--- src/rtl/controlador_interrupciones_pkg.sv ---
`default_nettype none
// ============================================================================
// Module      : controlador_interrupciones_pkg
// Description : Shared declarations for the interrupt controller: FSM state
//               encoding, default base vector and priority helper.
// Revision    : 1.0 - initial release
// ============================================================================
package controlador_interrupciones_pkg;

    typedef enum logic [1:0] {
        REPOSO   = 2'd0,
        PETICION = 2'd1,
        SERVICIO = 2'd2
    } estado_t;

    localparam logic [7:0] BASE_VECTOR_DEF = 8'h10;

    // Index of the lowest set bit (channel 0 has the highest priority).
    function automatic logic [2:0] indice_menor(input logic [7:0] bits);
        logic [2:0] idx;
        idx = 3'd0;
        for (int i = 7; i >= 0; i--) begin
            if (bits[i]) idx = 3'(i);
        end
        return idx;
    endfunction

endpackage
`default_nettype wire

--- src/rtl/controlador_interrupciones_sincronizador.sv ---
`default_nettype none
// ============================================================================
// Module      : sincronizador_flanco
// Description : Two-flop synchroniser for one asynchronous request line
//               followed by a rising-edge detector (one pulse per rise).
// Revision    : 1.0 - initial release
// ============================================================================
module sincronizador_flanco (
    input  logic clk,
    input  logic reset,
    input  logic linea_i,
    output logic pulso_o
);

    logic sync1_q;
    logic sync2_q;
    logic prev_q;

    // Synchroniser chain plus one cycle of history for edge detection.
    always_ff @(posedge clk or posedge reset) begin
        if (reset) begin
            sync1_q <= 1'b0;
            sync2_q <= 1'b0;
            prev_q  <= 1'b0;
        end else begin
            sync1_q <= linea_i;
            sync2_q <= sync1_q;
            prev_q  <= sync2_q;
        end
    end

    assign pulso_o = sync2_q & ~prev_q;

endmodule
`default_nettype wire

--- src/rtl/controlador_interrupciones.sv ---
`default_nettype none
// ============================================================================
// Module      : controlador_interrupciones
// Description : Vectored, maskable interrupt controller with fixed priority
//               (lowest channel first) and a REPOSO/PETICION/SERVICIO
//               handshake towards the control unit.
// Revision    : 1.0 - initial release
// ============================================================================
module controlador_interrupciones
    import controlador_interrupciones_pkg::*;
#(
    parameter int                      N_INT        = 3,
    parameter int                      ANCHO_VECTOR = 8,
    parameter logic [ANCHO_VECTOR-1:0] BASE_VECTOR  = ANCHO_VECTOR'(BASE_VECTOR_DEF)
) (
    input  logic                    clk,
    input  logic                    reset,
    input  logic [N_INT-1:0]        interrupciones,
    input  logic                    we_mascara,
    input  logic [N_INT-1:0]        mascara_in,
    output logic [N_INT-1:0]        mascara,
    output logic [N_INT-1:0]        pendientes,
    output logic                    peticion,
    input  logic                    reconocimiento,
    input  logic                    fin_servicio,
    output logic [ANCHO_VECTOR-1:0] vector,
    output logic                    en_servicio
);

    estado_t                 estado_q, estado_d;
    logic [N_INT-1:0]        pend_q, pend_d;
    logic [N_INT-1:0]        mask_q, mask_d;
    logic [ANCHO_VECTOR-1:0] vector_q, vector_d;
    logic [N_INT-1:0]        flancos;
    logic [N_INT-1:0]        activas;
    logic [N_INT-1:0]        limpiar;
    logic [2:0]              idx;

    generate
        for (genvar g = 0; g < N_INT; g++) begin : g_sync
            sincronizador_flanco u_sync (
                .clk     (clk),
                .reset   (reset),
                .linea_i (interrupciones[g]),
                .pulso_o (flancos[g])
            );
        end
    endgenerate

    assign activas = pend_q & mask_q;
    assign idx     = indice_menor(8'(activas));

    // Next-state logic: request while enabled work is pending, grant the
    // lowest enabled channel on acknowledge, wait for end of routine.
    always_comb begin
        estado_d = estado_q;
        vector_d = vector_q;
        limpiar  = '0;
        case (estado_q)
            REPOSO: begin
                if (|activas) estado_d = PETICION;
            end
            PETICION: begin
                if (reconocimiento && (|activas)) begin
                    estado_d = SERVICIO;
                    limpiar  = N_INT'(8'd1 << idx);
                    vector_d = BASE_VECTOR + ANCHO_VECTOR'(idx);
                end else if (!(|activas)) begin
                    estado_d = REPOSO;
                end
            end
            SERVICIO: begin
                if (fin_servicio) estado_d = REPOSO;
            end
            default: estado_d = REPOSO;
        endcase
    end

    // New edges win over the grant clear of the same cycle.
    always_comb begin
        pend_d = (pend_q & ~limpiar) | flancos;
        mask_d = we_mascara ? mascara_in : mask_q;
    end

    // State, pending, mask and vector registers.
    always_ff @(posedge clk or posedge reset) begin
        if (reset) begin
            estado_q <= REPOSO;
            pend_q   <= '0;
            mask_q   <= '1;
            vector_q <= '0;
        end else begin
            estado_q <= estado_d;
            pend_q   <= pend_d;
            mask_q   <= mask_d;
            vector_q <= vector_d;
        end
    end

    assign mascara     = mask_q;
    assign pendientes  = pend_q;
    assign vector      = vector_q;
    assign peticion    = (estado_q == PETICION);
    assign en_servicio = (estado_q == SERVICIO);

endmodule
`default_nettype wire
--- config.mk ---
export PLATFORM = sky130hd
export DESIGN_NAME = controlador_interrupciones
export DESIGN_NICKNAME = d
export VERILOG_FILES = /design/src/rtl/controlador_interrupciones_pkg.sv /design/src/rtl/controlador_interrupciones_sincronizador.sv /design/src/rtl/controlador_interrupciones.sv
export SDC_FILE = /design/constraint.sdc
export NUM_CORES = 1
export LEC_CHECK = 0
export CAP_MARGIN = 15
export CORE_UTILIZATION = 35
export DETAILED_ROUTE_END_ITERATION = 12
export GPL_TIMING_DRIVEN = 0
export PLACE_DENSITY = 0.71
export REMOVE_ABC_BUFFERS = 1
export SLEW_MARGIN = 10
export SYNTH_ARGS = -nofsm -noshare
export SYNTH_HDL_FRONTEND = slang
export SYNTH_SLANG_ARGS = --single-unit
--- constraint.sdc ---
create_clock -name clk -period 1.3 [get_ports clk]
set_input_delay 0.39 -clock clk [delete_from_list [all_inputs] [get_ports clk]]
set_output_delay 0.39 -clock clk [all_outputs]
set_load 0.02 [all_outputs]
==> reports/metrics.cfg, run 1 <==
[critical_path]
r2r-end = estado_q[1]$_DFFE_PP0P_
startpoint_type = flop
r2r_setup_slack_ns = -0.06
required_ns = 0.91
crit_arrival_ns = 1.09
setup.worst_path.class = reg -> out
ff2ff_path_depth = 4
crit_path_end_kind = primary output
worstReg2RegStart = mascara[2]$_DFFE_PP1P_
crit_fanout = 3

[yosys]
synthFlopType = dfrtp_1
ys_seq_area_share_pct = 67.7
yosysMostFrequentCell = dfrtp_1
synth.largest_area_cell = dfrtp_1
synth_area_um2 = 744
async_reset_ff_share_pct = 100
synth_cell_type_count = 21
netlist_instances = 56
synth_warnings = 0
avgSynthCellArea_um2 = 13.3
synth_commonest_cells = dfrtp_1, buf_4, inv_1, nand2_1
synth-edff-count = 0
synth.area.top_cells = dfrtp_1, dfstp_2, buf_4
synth_seq_cells = 20
yosys.area.top_type_share_pct = 57.1

[route]
antenna_left = 0
wire_per_inst_um = 12.0
viasPerCell = 4.55
routed_wl_um = 1400
firstDrtPassIters = 5
vias = 532
first_iter_violations = 10
route.detailed.drc = 0

[outcome]
violations = setup timing
status = finished, violations left

[global_routing]
grt_pass1_vias = 453
globalRouteOverflowTotal = 0
grt_max_degree = 21
antenna_found_initial = 0
grt_pass1_wl_um = 1790
track_usage_pct = 11.8

[sta]
slew_violations = 0
worst_pin_slew_ns = 0.726
fmax_ghz = 0.674
relSlewSlack_pct = 51.6
hold_violations = 0
timing.final.crit_period_ns = 1.48
skew_ns = 0.00407
timing.final.ws_setup_ns = -0.184
finalHoldWorstSlack_ns = 0.357
rsz0062_at_grt = true
finalSetupViolCount = 9
min_period_over_period_pct = 114

[place]
io_buffers = 21
globalplace.congestion = 0.650
dp_slack_ns = -0.324
post_dp_cell_area_um2 = 961
hpwl_um = 875

[clocking]
clock_latency_ns = 0.29
cts.htree.levels = 1
cts_sinks = 20
ctsRootBufferMaster = clkbuf_4
clkTransAtPathRegs_ns = 0.10
cts_made_buffers = 3
clockBufferDepth = 2
ctsHoldBuffers = 0
cts_tree = done

[floorplanning]
die-area_um2 = 2320
rows = 16
core_area_um2 = 1980
io_pins = 27
die_h_um = 48.1
start_util_pct = 37.6
die_w_um = 48.1

[min_path]
min_to = g_sync[2].u_sync.sync2_q$_DFF_PP0_
hp-start = g_sync[2].u_sync.sync1_q$_DFF_PP0_
hold_path_class = reg -> reg
holdPathStages = 0

[layout]
drive_gt1_share_pct = 44.4
area_delta_synth_final_pct = 48.4
layout.nets = 102
fin_util_pct = 55.7
antennaDiodeCount = 0
stdcell_area_um2 = 1100

[power]
leakage_nw = 0.513
total_power_mw = 1.96
peakVddDrop_v = 0.000898
p_per_area_nw_per_um2 = 1770

[flow_run]
maxCapViolCount = 0

stage by stage:
stage,TNS [ns],cells
CTS,-0.421,114
detailed placement,-4.14,102
global route,-0.900,117
floorplan,0,54
global placement,-3.83,102
finish,-0.591,117
worst max path at each step:
stage	startpoint	to	slack (ns)	cells past startpoint
5_1_grt	estado_q[1]$_DFFE_PP0P_	peticion	-0.19	2
3_3_place_gp	reconocimiento	pendientes[2]$_DFF_PP0_	-0.31	4
2_1_floorplan	pendientes[2]$_DFF_PP0_	estado_q[1]$_DFFE_PP0P_	0.08	3
3_5_place_dp	reconocimiento	pendientes[2]$_DFF_PP0_	-0.32	4
4_1_cts	estado_q[0]$_DFFE_PP0P_	en_servicio	-0.10	3
6_report	estado_q[1]$_DFFE_PP0P_	peticion	-0.18	2
where the power goes:
group	switching (mW)	internal [mW]	leakage [nW]	total, mW
sequential	0.0916	0.741	0.223	0.832
clock	0.169	0.170	0.0210	0.339
combinational	0.375	0.413	0.269	0.788
registers in the layout (all words and copies together) (netlist names):
name and count:
g_sync.u_sync.prev_q 3, g_sync.u_sync.sync1_q 3, g_sync.u_sync.sync2_q 3, mascara 3, pendientes 3, vector 3
estado_q 2
kinds of logic (layout without fill, tap and decap cells):
logic type	after synthesis	in the layout	synth area share [%]
flops	20	20	67.7
simple gates	12	12	8.91
buf+inv	11	41	8.24
compound gates	9	9	10.1
mux	3	3	4.54
other cells	1	5	0.504
worst max-delay path: stages, from the launching register on:
cell     delay (ns)
dfrtp_2        0.46
nor2b_1        0.18
buf_4          0.17
placed cells by master, fill, tap and decap left out:
cell | Yosys | layout
o2bb2ai_4 | 0 | 1
a22o_1 | 3 | 3
buf_2 | 1 | 5
mux2_2 | 3 | 3
and3b_2 | 0 | 1
buf_6 | 0 | 8
a21oi_1 | 1 | 1
nand4_1 | 1 | 1
a222oi_1 | 1 | 1
nand2_2 | 0 | 1
nand2b_4 | 0 | 2
dfstp_2 | 3 | 3
clkbuf_8 | 0 | 1
dfrtp_1 | 17 | 16
clkbuf_4 | 0 | 3
nand2b_1 | 2 | 1
inv_2 | 0 | 1
a211oi_1 | 1 | 1
nor2b_1 | 1 | 1
buf_4 | 5 | 9
inv_1 | 5 | 4
dfrtp_2 | 0 | 1
nand3_2 | 0 | 1
conb_1 | 1 | 5
clkdlybuf4s50_1 | 0 | 10
o21ai_0 | 1 | 1
a31oi_1 | 1 | 1
nand2_1 | 5 | 4
timing repair:
action                                 in CTS  in global routing
setup buffers                               8                  3
endpoints found under the hold margin       0                  0
gates cloned                                0                  0
resized for setup                          56                 10
setup endpoints to repair                  11                 11
pin swaps                                   0                  5
area by class of cell:
cell class | count | area, um^2
Tap cell | 27 | 33.8
Inverter | 5 | 18.8
Multi-Input combinational cell | 29 | 228
Sequential cell | 20 | 505
Fill cell | 154 | 877
Clock buffer | 4 | 36.3
Timing Repair Buffer | 32 | 283
routing by layer:
layer | track usage (%) | wire length [um]
met1 | 12.6 | 538
met2 | 21.6 | 789
met3 | 2.22 | 50
met4 | 6.67 | 21
met5 | 0 | 0
Note: power is estimated with default switching activity, not from simulation.
==> run 2: changes to the inputs <==
--- a/config.mk
+++ b/config.mk
@@ -7,6 +7,7 @@
 export LEC_CHECK = 0
 export CAP_MARGIN = 15
 export CORE_UTILIZATION = 35
+export CTS_BUF_LIST = sky130_fd_sc_hd__clkbuf_16
 export DETAILED_ROUTE_END_ITERATION = 12
 export GPL_TIMING_DRIVEN = 0
 export PLACE_DENSITY = 0.71
==> reports/metrics.cfg, run 2 (same netlist as run 1, synthesis figures left out) <==
[outcome]
status = finished, violations left  ; unchanged
violations = setup timing  ; unchanged

[clocking]
cts_tree = done  ; unchanged
cts.htree.levels = 1  ; unchanged
ctsHoldBuffers = 0  ; unchanged
clock_latency_ns = 0.25  ; was 0.29 ns
ctsRootBufferMaster = clkbuf_16  ; was clkbuf_4
cts_made_buffers = 3  ; unchanged
clkTransAtPathRegs_ns = 0.05  ; was 0.10 ns
clockBufferDepth = 2  ; unchanged
cts_sinks = 20  ; unchanged

[layout]
area_delta_synth_final_pct = 49.7  ; was 48.4%
layout.nets = 99  ; was 102
seq_area_um2 = 504  ; was 505 um^2
final_cell_mix = dfrtp_1, clkdlybuf4s50_1, buf_4  ; unchanged
drive_gt1_share_pct = 39.1  ; was 44.4%
nFillCells = 150  ; was 154
multi_input_area_um2 = 224  ; was 228 um^2
stdcell_area_um2 = 1110  ; was 1100 um^2
layout_commonest_cell = dfrtp_1  ; unchanged
antennaDiodeCount = 0  ; unchanged

[route]
vias = 517  ; was 532
route.detailed.drc = 0  ; unchanged
viasPerCell = 4.54  ; was 4.55
routed_wl_um = 1330  ; was 1400 um
wire_per_inst_um = 11.7  ; was 12.0 um
antenna_left = 0  ; unchanged
first_iter_violations = 6  ; was 10
firstDrtPassIters = 5  ; unchanged

[place]
io_buffers = 21  ; unchanged
dp_slack_ns = -0.324  ; unchanged
globalplace.congestion = 0.650  ; unchanged
hpwl_um = 875  ; unchanged
post_dp_cell_area_um2 = 961  ; unchanged

[critical_path]
required_ns = 1.47  ; was 0.91 ns
max_stage_delay_ns = 0.43  ; was 0.46 ns
startpoint_type = flop  ; unchanged
crit_fanout = 3  ; unchanged
critical-path-slowest-cell = a222oi_1  ; was dfrtp_2
crit_arrival_ns = 1.52  ; was 1.09 ns
crit_path_end_kind = flop  ; was primary output
setup.worst_path.class = reg -> reg  ; was reg -> out
worstReg2RegStart = mascara[2]$_DFFE_PP1P_  ; unchanged
cp_cell_sequence = buf_6 > a222oi_1 > nand2b_4 > o2bb2ai_4  ; was nor2b_1 > buf_4
startpoint = mascara[2]$_DFFE_PP1P_  ; was estado_q[1]$_DFFE_PP0P_

[floorplanning]
start_util_pct = 37.6  ; unchanged
die_w_um = 48.1  ; unchanged
die_h_um = 48.1  ; unchanged
core_area_um2 = 1980  ; unchanged
rows = 16  ; unchanged
die-area_um2 = 2320  ; unchanged
io_pins = 27  ; unchanged

[sta]
timing.final.ws_setup_ns = -0.0453  ; was -0.184 ns
hold_violations = 0  ; unchanged
finalSetupViolCount = 6  ; was 9
min_period_over_period_pct = 103  ; was 114%
timing.final.crit_period_ns = 1.35  ; was 1.48 ns
slew_violations = 0  ; unchanged
rsz0062_at_grt = true  ; unchanged
worst_pin_slew_ns = 0.715  ; was 0.726 ns
relSlewSlack_pct = 52.3  ; was 51.6%
fmax_ghz = 0.743  ; was 0.674 GHz
skew_ns = 0.00572  ; was 0.00407 ns

[power]
p_per_area_nw_per_um2 = 1910  ; was 1770 nW/um^2
leakage_nw = 0.525  ; was 0.513 nW
peakVddDrop_v = 0.00101  ; was 0.000898 V
total_power_mw = 2.13  ; was 1.96 mW

[global_routing]
globalRouteOverflowTotal = 0  ; unchanged
track_usage_pct = 11.9  ; was 11.8%
antenna_found_initial = 0  ; unchanged
grt_max_degree = 21  ; unchanged
grt_pass1_vias = 463  ; was 453
grt_pass1_wl_um = 1840  ; was 1790 um

[min_path]
hp-start = g_sync[2].u_sync.sync1_q$_DFF_PP0_  ; unchanged
hold_path_class = reg -> reg  ; unchanged

[flow_run]
maxCapViolCount = 0  ; unchanged

==> run 2: timing repair <==
action	4_1_cts	5_1_grt
hold endpoints to repair	0	0
setup endpoints to repair	15	12
gates cloned	0	0
pin swaps	0	4
gates resized for setup	48	12
setup buffers	5	4
==> run 2: where the power goes <==
group	leakage [nW]	internal [mW]	total (mW)	switching, mW
Combinational	0.262	0.348	0.688	0.340
Clock	0.0385	0.408	0.608	0.200
Sequential	0.224	0.740	0.837	0.0969
Total	0.525	1.50	2.13	0.637
==> run 2: per-stage QoR <==
step | TNS [ns] | utilization (%) | cells | hold slack, ns
2_1_floorplan | 0 | - | 54 | 0.331
3_3_place_gp | -3.83 | 48.5 | 102 | 0.332
3_5_place_dp | -4.14 | 48.5 | 102 | 0.336
4_1_cts | -0.0959 | 53.5 | 111 | 0.348
5_1_grt | -0.646 | 56.3 | 114 | 0.355
6_report | -0.171 | 56.3 | 114 | 0.346
==> run 2: final timing paths <==
path	endpoint	cells past startpoint	slack, ns
max in group asynchronous	g_sync[0].u_sync.sync2_q$_DFF_PP0_	2	0.28
hold / removal	g_sync[2].u_sync.sync2_q$_DFF_PP0_	0	0.35
setup / recovery	vector[0]$_DFFE_PP0P_	4	-0.05
min in group asynchronous	estado_q[1]$_DFFE_PP0P_	2	0.56
setup reg to reg	vector[0]$_DFFE_PP0P_	4	-0.05
hold reg to reg	g_sync[2].u_sync.sync2_q$_DFF_PP0_	0	0.35
==> run 2: worst max-delay path: cells and delay by family (launching register included) <==
kind	cells	cell delay [ns]
AOI/OAI and AO/OA	2	0.54
DFF	1	0.38
and+or+nand+nor	1	0.24
buffers and inverters	1	0.11
==> run 2: metal layers <==
metal	GRT usage [%]	part of all wire [%]	routed length [um]
met2	20.8	53	711
met4	5.00	1.4	19
met1	13.6	41	544
met3	3.33	4.1	54
met5	0	0	0
==> run 2: area by class of cell <==
| type | instances | share of cell area, % |
|---|---|---|
| Timing Repair Buffer | 29 | 22.9 |
| Clock inverter | 1 | 0.337 |
| Tap cell | 27 | 3.03 |
| Inverter | 5 | 1.68 |
| Clock buffer | 3 | 6.73 |
| Multi-Input combinational cell | 29 | 20.1 |
| Sequential cell | 20 | 45.2 |
